<file path="config.mk">
export PLATFORM = sky130hd
export DESIGN_NAME = matrix_stream_tx
export DESIGN_NICKNAME = d
export VERILOG_FILES = /design/src/rtl/matrix_stream_tx.sv
export SDC_FILE = /design/constraint.sdc
export NUM_CORES = 1
export LEC_CHECK = 0
export CELL_PAD_IN_SITES_DETAIL_PLACEMENT = 0
export CELL_PAD_IN_SITES_GLOBAL_PLACEMENT = 2
export CORE_AREA = 2 2 164 166
export DETAILED_ROUTE_END_ITERATION = 7
export DIE_AREA = 0 0 166 168
export PLACE_DENSITY = 0.74
export SYNTH_ARGS = -nofsm -noshare
export SYNTH_HDL_FRONTEND = slang
export SYNTH_SLANG_ARGS = --single-unit
export TNS_END_PERCENT = 5
</file>
<file path="constraint.sdc">
create_clock -name clk -period 3.9 [get_ports clk]
set_input_delay 0.39 -clock clk [delete_from_list [all_inputs] [get_ports clk]]
set_output_delay 0.39 -clock clk [all_outputs]
set_load 0.05 [all_outputs]
</file>
<file path="src/rtl/matrix_stream_tx.sv">
// Streams a DIM1 x DIM2 matrix from a 1-cycle-latency buffer as AXI-stream beats,
// with a 2-entry skid FIFO and layer/batch tracking. Define STREAM_TX_TRANSPOSE_EN for column-major order.
module matrix_stream_tx #(
  parameter int D_W_ACC      = 32,
  parameter int MATRIXSIZE_W = 16,
  parameter int ADDR_W       = 16,
  parameter int LAYERS       = 12,
  parameter int BATCHES      = 1
) (
  input  logic                         clk,
  input  logic                         rst_n,
  input  logic                         start,
  output logic                         busy,
  output logic                         done,
  input  logic [MATRIXSIZE_W-1:0]      DIM1,
  input  logic [MATRIXSIZE_W-1:0]      DIM2,
  output logic                         mem_rden,
  output logic [ADDR_W-1:0]            mem_rdaddr,
  input  logic [D_W_ACC-1:0]           mem_rddata,
  output logic [D_W_ACC-1:0]           out_tdata,
  output logic                         out_tvalid,
  input  logic                         out_tready,
  output logic                         out_tlast,
  output logic [$clog2(LAYERS)-1:0]    layer,
  output logic [$clog2(BATCHES):0]     batch
);

  localparam int LAYER_W = $clog2(LAYERS);
  localparam int BATCH_W = $clog2(BATCHES) + 1;

  typedef enum logic [1:0] {S_IDLE, S_RUN, S_FIN} state_e;

  state_e                    state_q, state_d;
  logic                      busy_q, busy_d, done_q, done_d;
  logic [MATRIXSIZE_W-1:0]   dim1_q, dim1_d, dim2_q, dim2_d;
  logic [MATRIXSIZE_W-1:0]   row_q, row_d, col_q, col_d;
  logic [ADDR_W-1:0]         addr_q, addr_d;
  logic                      rd_done_q, rd_done_d;
  logic                      inflight_q, inflight_d, inflight_last_q, inflight_last_d;
  logic [D_W_ACC-1:0]        fifo_data_q [2];
  logic [D_W_ACC-1:0]        fifo_data_d [2];
  logic                      fifo_last_q [2];
  logic                      fifo_last_d [2];
  logic                      wr_ptr_q, wr_ptr_d, rd_ptr_q, rd_ptr_d;
  logic [1:0]                count_q, count_d;
  logic [LAYER_W-1:0]        layer_q, layer_d;
  logic [BATCH_W-1:0]        batch_q, batch_d;

  logic       push, pop, last_hs, is_last_rd;
  logic [2:0] occ_after_pop;

  // NOTE: every _d gets a default at the top of the block so no path leaves it unassigned (no latches).
  always_comb begin
    state_d         = state_q;
    busy_d          = busy_q;
    done_d          = 1'b0;
    dim1_d          = dim1_q;
    dim2_d          = dim2_q;
    row_d           = row_q;
    col_d           = col_q;
    addr_d          = addr_q;
    rd_done_d       = rd_done_q;
    fifo_data_d     = fifo_data_q;
    fifo_last_d     = fifo_last_q;
    wr_ptr_d        = wr_ptr_q;
    rd_ptr_d        = rd_ptr_q;
    layer_d         = layer_q;
    batch_d         = batch_q;

    pop     = (count_q != 2'd0) && out_tready;
    push    = inflight_q;
    last_hs = pop && fifo_last_q[rd_ptr_q];

    // Credit check counts the slot freed by this cycle's pop, which keeps 1 beat/cycle.
    occ_after_pop = {1'b0, count_q} - {2'b0, pop} + {2'b0, inflight_q};
    is_last_rd    = (row_q == dim1_q - 1'b1) && (col_q == dim2_q - 1'b1);
    mem_rden      = (state_q == S_RUN) && !rd_done_q && (occ_after_pop < 3'd2);

    inflight_d      = mem_rden;
    inflight_last_d = is_last_rd;

    if (push) begin
      fifo_data_d[wr_ptr_q] = mem_rddata;
      fifo_last_d[wr_ptr_q] = inflight_last_q;
      wr_ptr_d              = ~wr_ptr_q;
    end
    if (pop) rd_ptr_d = ~rd_ptr_q;
    count_d = count_q + {1'b0, push} - {1'b0, pop};

    case (state_q)
      S_IDLE: begin
        if (start) begin
          dim1_d    = DIM1;
          dim2_d    = DIM2;
          row_d     = '0;
          col_d     = '0;
          addr_d    = '0;
          rd_done_d = 1'b0;
          if (DIM1 != '0 && DIM2 != '0) begin
            state_d = S_RUN;
            busy_d  = 1'b1;
          end else begin
            state_d = S_FIN;
            done_d  = 1'b1;
          end
        end
      end
      S_RUN: begin
        if (mem_rden) begin
          if (is_last_rd) rd_done_d = 1'b1;
`ifdef STREAM_TX_TRANSPOSE_EN
          if (row_q == dim1_q - 1'b1) begin
            row_d  = '0;
            col_d  = col_q + 1'b1;
            addr_d = ADDR_W'(col_q) + 1'b1;
          end else begin
            row_d  = row_q + 1'b1;
            addr_d = addr_q + ADDR_W'(dim2_q);
          end
`else
          addr_d = addr_q + 1'b1;
          if (col_q == dim2_q - 1'b1) begin
            col_d = '0;
            row_d = row_q + 1'b1;
          end else begin
            col_d = col_q + 1'b1;
          end
`endif
        end
        if (last_hs) begin
          state_d = S_FIN;
          busy_d  = 1'b0;
          done_d  = 1'b1;
          if (batch_q == BATCH_W'(BATCHES - 1)) begin
            batch_d = '0;
            layer_d = (layer_q == LAYER_W'(LAYERS - 1)) ? '0 : layer_q + 1'b1;
          end else begin
            batch_d = batch_q + 1'b1;
          end
        end
      end
      S_FIN:   state_d = S_IDLE;
      default: state_d = S_IDLE;
    endcase
  end

  // NOTE: state updates use <= so every flop samples the pre-edge value of its neighbours.
  always_ff @(posedge clk or negedge rst_n) begin
    if (!rst_n) begin
      state_q         <= S_IDLE;
      busy_q          <= 1'b0;
      done_q          <= 1'b0;
      dim1_q          <= '0;
      dim2_q          <= '0;
      row_q           <= '0;
      col_q           <= '0;
      addr_q          <= '0;
      rd_done_q       <= 1'b0;
      inflight_q      <= 1'b0;
      inflight_last_q <= 1'b0;
      // NOTE: the two skid entries are reset so out_tdata reads 0 out of reset; a large RAM would not be.
      fifo_data_q     <= '{default: '0};
      fifo_last_q     <= '{default: 1'b0};
      wr_ptr_q        <= 1'b0;
      rd_ptr_q        <= 1'b0;
      count_q         <= '0;
      layer_q         <= '0;
      batch_q         <= '0;
    end else begin
      state_q         <= state_d;
      busy_q          <= busy_d;
      done_q          <= done_d;
      dim1_q          <= dim1_d;
      dim2_q          <= dim2_d;
      row_q           <= row_d;
      col_q           <= col_d;
      addr_q          <= addr_d;
      rd_done_q       <= rd_done_d;
      inflight_q      <= inflight_d;
      inflight_last_q <= inflight_last_d;
      fifo_data_q     <= fifo_data_d;
      fifo_last_q     <= fifo_last_d;
      wr_ptr_q        <= wr_ptr_d;
      rd_ptr_q        <= rd_ptr_d;
      count_q         <= count_d;
      layer_q         <= layer_d;
      batch_q         <= batch_d;
    end
  end

  assign busy       = busy_q;
  assign done       = done_q;
  assign mem_rdaddr = addr_q;
  assign out_tvalid = (count_q != 2'd0);
  assign out_tdata  = fifo_data_q[rd_ptr_q];
  assign out_tlast  = out_tvalid && fifo_last_q[rd_ptr_q];
  assign layer      = layer_q;
  assign batch      = batch_q;

endmodule

</file>
# After elaboration in Yosys (flattened, before gate mapping)
# Cells that the tools add are included.
classes:
  add_sub_neg: 11
  n_lt_le_gt_ge: 4
  n_eq_ne: 10
  n_mux: 39
  n_bitwise: 5
  n_reduce_logical: 22
ops:
  columns: ["op", "n"]
  rows:
  - ["32-bit 2-to-1 mux", 4]
  - ["16-bit 2-to-1 mux", 6]
  - ["16-bit one-hot mux with 2 select lines", 3]
  - ["64-bit bitwise mux", 1]
  - ["16-bit by 1-bit adder with 16-bit output (second input constant)", 3]
  - ["32-bit demux with 1-bit select", 1]
  - ["16-bit == test", 2]
  - ["16-bit nonzero test", 2]
  - ["16-bit by 1-bit subtractor with 16-bit output (second input constant)", 2]
  - ["1-bit 2-to-1 mux", 14]
  - ["2-bit != test (second input constant)", 6]
  - ["4-bit AND reduction", 3]
  - ["1-bit logical AND", 8]
  - ["2-bit 2-to-1 mux", 3]
  - ["1-bit one-hot mux with 2 select lines", 3]
  - ["2-bit AND reduction", 3]
  - ["3-bit AND reduction", 2]
  - ["4-bit by 1-bit adder with 4-bit output (second input constant)", 1]
  - ["4-bit == test (second input constant)", 1]
  - ["2-bit greater-or-equal comparator (second input constant)", 2]
  - ["4-bit 2-to-1 mux", 1]
  - ["1-bit NOT with 2-bit output", 2]
  - ["2-bit one-hot mux with 2 select lines", 1]
  - ["2-bit nonzero test", 2]
  - ["other kinds (13)", 15]
word_totals:
  reg_bits: 162
  in_bits: 68
  output_inout_bits: 58

# Logic depth before layout (Yosys ltp)
depth:
  depth_word: 8
  depth_mapped: 16
  ltp_nobuf: 15

# Worst setup path after synthesis
# Ideal clock, no wire load.
synth_timing:
  kind: "register to register"
  startpoint: "register count_q[1]"
  endpoint: "register row_q[6]"
  arrival_ns: 3.658
  required_ns: 3.817
  path_slack_ns: 0.159
  stages_incl_launch_ff: 15
  period_less_slack_ns: 3.741
  path_cell_list: "dfrtp_1 -> nor2_1 -> inv_1 -> and2_1 -> ha_1 -> inv_1 -> ha_1 -> inv_1 -> fa_1 -> inv_1 -> nor4_1 -> clkbuf_1 -> nand4_1 -> a2111o_1 -> o21ai_0"
synth_between:
  elab_chain_cells: 8
synth_lines:
  columns: ["element", "line", "text"]
  rows:
  - ["from (decl)", "45", "logic [1:0] count_q, count_d;"]
  - ["from (signal assigned)", "185", "count_q <= count_d;"]
  - ["2-bit nonzero test", null, null]
  - ["named net out_tvalid", "21", "output logic out_tvalid,"]
  - ["1-bit logical AND", "70", "pop = (count_q != 2'd0) && out_tready;"]
  - ["named net pop", "49", "logic push, pop, last_hs, is_last_rd;"]
  - ["2-bit by 1-bit subtractor with 3-bit output", "75", "occ_after_pop = {1'b0, count_q} - {2'b0, pop} + {2'b0, inflight_q};"]
  - ["3-bit by 1-bit adder with 3-bit output", "75", null]
  - ["3-bit by 2-bit less-than comparator with 1-bit output", "77", "mem_rden = (state_q == S_RUN) && !rd_done_q && (occ_after_pop < 3'd2);"]
  - ["1-bit logical AND", "77", null]
  - ["named net mem_rden", "17", "output logic mem_rden,"]
  - ["2-bit != test (no line)", null, null]
  - ["4-bit AND reduction (no line)", null, null]
  - ["to (signal assigned)", "175", "row_q <= row_d;"]
  - ["to (decl)", "36", "logic [MATRIXSIZE_W-1:0] row_q, row_d, col_q, col_d;"]
# The timed path passes the listed nets, and every way through them passes these cells.
# A chain may end at the register's enable or synchronous reset.

# Final worst setup path
layout_timing:
  startpoint: "register count_q[1]"
  endpoint: "output port mem_rden"
layout_between:
  elab_chain_cells: 6
layout_lines:
  columns: ["element", "line"]
  rows:
  - ["2-bit nonzero test", "70"]
  - ["1-bit logical AND", "70"]
  - ["named net pop", "49"]
  - ["2-bit by 1-bit subtractor with 3-bit output", "75"]
  - ["3-bit by 1-bit adder with 3-bit output", "75"]
  - ["3-bit by 2-bit less-than comparator with 1-bit output", "77"]
  - ["1-bit logical AND", "77"]
  - ["to (decl)", "17"]
# The timed path passes the listed nets, and every way through them passes these cells.

==> reports/qor.yml <==
postLayoutCoreUtil_pct: 40.8
cts_resized: 0
drtPass1Iterations: 4
viasPerCell: 4.91
final-setup-viol-count: 0
period_minus_slack_ps: 3440
ant_nets: 0
avgSynthCellArea_um2: 10.1
reg2reg_to: "col_q[14]"
p_sw_share_pct: 42.4
drt_iter0_drc: 276
clk_pin_slew_worst_paths_ps: 70
postCtsSetupRepairBufs: 0
syn-num-nets: 926
cp-start-kind: "register"
syn_area_um2: 8550
cp-end-kind: "primary output"
fin_nets: 1036
clkLatencyLatePin_ps: 430
cts_buffers: 17
rsz0062_at_grt: "false"
r2r-start: "count_q[1]"
synth_edf_count: 0
pwr-share-seq_pct: 32.1
clock.fmax_mhz: 291
p_clk_share_pct: 20.2
ys_seq_area_share_pct: 47.1
clk_path_buf_depth: 2
worst_slew_pin_slew_ps: 1040
drc: 0
numPortBuffers: 124
grtUsageMet1_pct: 21.6
cts-root-buf: "clkbuf_16"
status: "finished, final reports clean"
cts_hold_buf: 1
relSlewSlack_pct: 30.4
io_pins: 126
hp-class: "in2async"
die_x_um: 166
peakVddDrop_mv: 0.634
wl_per_cell_um: 16.0
grt_max_degree: 83
htree_levels: 4
start_util_pct: 32.4
r2r_slack_ps: 570
drt-total-wl_um: 21000
area_growth_pct: 25.9
synth_cells: 849
antenna_found_initial: 0
synthFlopType: "dfrtp_1"
grt_pass1_vias: 6532
dr_total_vias: 6447
gp_congestion: 0.773
critPathKind: "reg2out"
critPathMaxFanout: 11
rows: 60
hold_viol_final: 0
grt.busiest_layer: "met2"
ys_types: 60
slew_violations: 0
cts.sinks: 161
die_y_um: 168
synth.ff_latch_count: 161
dp_hpwl_um: 14700
grt_pass1_wl_um: 34800
antennaDiodeCount: 0
leakagePower_nw: 4.46
p_sw_w: 0.00358
p_per_area_nw_per_um2: 783
coreArea_um2: 26400
combPwrFrac_pct: 47.7
setup_tns_ps: 0
finalClockSkew_ps: 12.6
grtUsageMet3_pct: 3.95
gr-total-overflow: 0
ys_warn_count: 0
p_int_w: 0.00485
grt_util_all_layers_pct: 15.4
grt_use_met2_pct: 24.2
required_ps: 3510
cts_tree: "built"
drive_above_1_share_pct: 17.0
timing.final.crit_share_pct: 88.3
ys_async_sr_fraction_pct: 100
r2r_cells: 16
cp_data_arrival_time_ps: 3050
maxCapViolations: 0
die_area_um2: 27900
==> worst max-delay path, stage by stage, from the launching register on <==
cell and delay, ps:
dfrtp_1 430, nor2_1 150, inv_1 60, and2_1 180, ha_1 270, inv_1 60
ha_1 130, inv_1 50, fa_1 470, inv_1 70, nor4_2 320, buf_4 270
buf_12 160
==> per-layer routing <==
| layer | up-vias | part of all wire (%) |
|---|---|---|
| met1 | 3094 | 51 |
| met4 | 0 | 0.64 |
| met2 | 155 | 44 |
| li1 | 3187 | - |
| met3 | 11 | 4.7 |
| met5 | - | 0 |
==> through the flow <==
stage,power [W],setup slack [ps],std cells,hold WS (ps),area (µm²)
2_1_floorplan,0.00551,159,849,94.4,8550
3_3_place_gp,0.00676,360,1280,367,10200
3_5_place_dp,0.00678,355,1280,361,10200
4_1_cts,0.00854,396,1313,469,10800
5_1_grt,0.00894,222,1313,499,10800
6_report,0.00843,458,1313,455,10800
==> worst max-delay path by stage <==
stage               start        endpoint
6_report       count_q[1]        mem_rden
5_1_grt        count_q[1]        mem_rden
4_1_cts        count_q[1]        mem_rden
3_5_place_dp   out_tready       col_q[14]
3_3_place_gp   out_tready  mem_rdaddr[11]
2_1_floorplan  count_q[1]        row_q[6]
==> placed cells by master (no fill, tap or decap), types with 4 or more instances in the layout <==
master / Yosys / routed
nand4_1: 18 / 18
inv_1: 21 / 21
inv_6: 0 / 4
xor2_1: 28 / 28
ha_1: 8 / 8
clkbuf_16: 0 / 17
nand3_1: 23 / 23
a21oi_1: 13 / 13
mux2i_1: 13 / 13
o21ai_0: 24 / 24
clkdlybuf4s50_1: 0 / 122
nor2_1: 53 / 53
nor3_1: 11 / 11
and4_1: 6 / 6
nand2_1: 153 / 153
xnor2_1: 37 / 37
o22ai_1: 6 / 6
and3_1: 9 / 9
a211oi_1: 8 / 8
o211ai_1: 5 / 5
nor4_1: 18 / 17
dfrtp_1: 161 / 161
buf_4: 3 / 11
a2111o_1: 5 / 5
mux2_2: 101 / 101
nand2b_1: 15 / 15
a31oi_1: 10 / 10
nor2b_1: 8 / 6
==> power groups by stage <==
stage | Clock (W) | Combinational, W | Sequential (W)
finish | 0.00170 | 0.00402 | 0.00271
detailed placement | 0 | 0.00404 | 0.00274
global route | 0.00183 | 0.00431 | 0.00280
global placement | 0 | 0.00403 | 0.00273
CTS | 0.00176 | 0.00406 | 0.00271
floorplan | 0 | 0.00289 | 0.00262
==> kinds of logic (layout without fill, tap and decap cells) <==
logic type | Yosys count | after routing | share of synthesized area, %
other cells | 1 | 1 | 0.0439
fa+ha+maj | 9 | 9 | 1.41
compound gates | 94 | 94 | 7.58
simple gates | 338 | 338 | 19.0
xor+xnor | 65 | 65 | 6.66
flops | 161 | 161 | 47.1
mux | 114 | 114 | 14.8
buf+inv | 67 | 190 | 3.28
==> cell type report <==
| class | count | area [µm²] |
|---|---|---|
| multi-input combinational | 621 | 4270 |
| clock inverter | 14 | 164 |
| timing repair buffer | 137 | 1370 |
| sequential | 161 | 4030 |
| clock buffer | 18 | 429 |
| tap | 341 | 427 |
| inverter | 21 | 78.8 |
| fill | 2597 | 15600 |
==> flip-flops by register name, indices dropped and copies added, names as in the netlist, 2 cells and up <==
name / cells
col_q: 16
count_q: 2
dim1_q: 16
dim2_q: 16
fifo_data_q: 64
fifo_last_q: 2
layer: 4
mem_rdaddr: 16
row_q: 16
state_q: 2
==> cells in the mapped netlist, types with 3 or more instances <==
cell      count  area, µm²
nand2b_1     15       93.8
a211oi_1      8       60.1
or3_1         3       18.8
o22ai_1       6       37.5
dfrtp_1     161       4030
nor4_1       18        113
ha_1          8        100
nand3_1      23        115
nand2_1     153        574
nor2b_1       8       50.1
and4_1        6       52.6
xor2_1       28        245
o21ai_0      24        120
buf_4         3       22.5
nor3b_1       3       22.5
a21oi_1      13       65.1
mux2i_1      13        130
buf_1         6       22.5
o32ai_1       3       26.3
clkbuf_1     33        124
inv_1        21       78.8
nand4_1      18        113
a2111o_1      5       56.3
nor3_1       11       55.1
and3_1        9       56.3
a31oi_1      10       62.6
xnor2_1      37        324
a21o_1        3       22.5
nor2_1       53        199
mux2_2      101       1140
o211ai_1      5       37.5
Power figures use the tool's default switching activity.
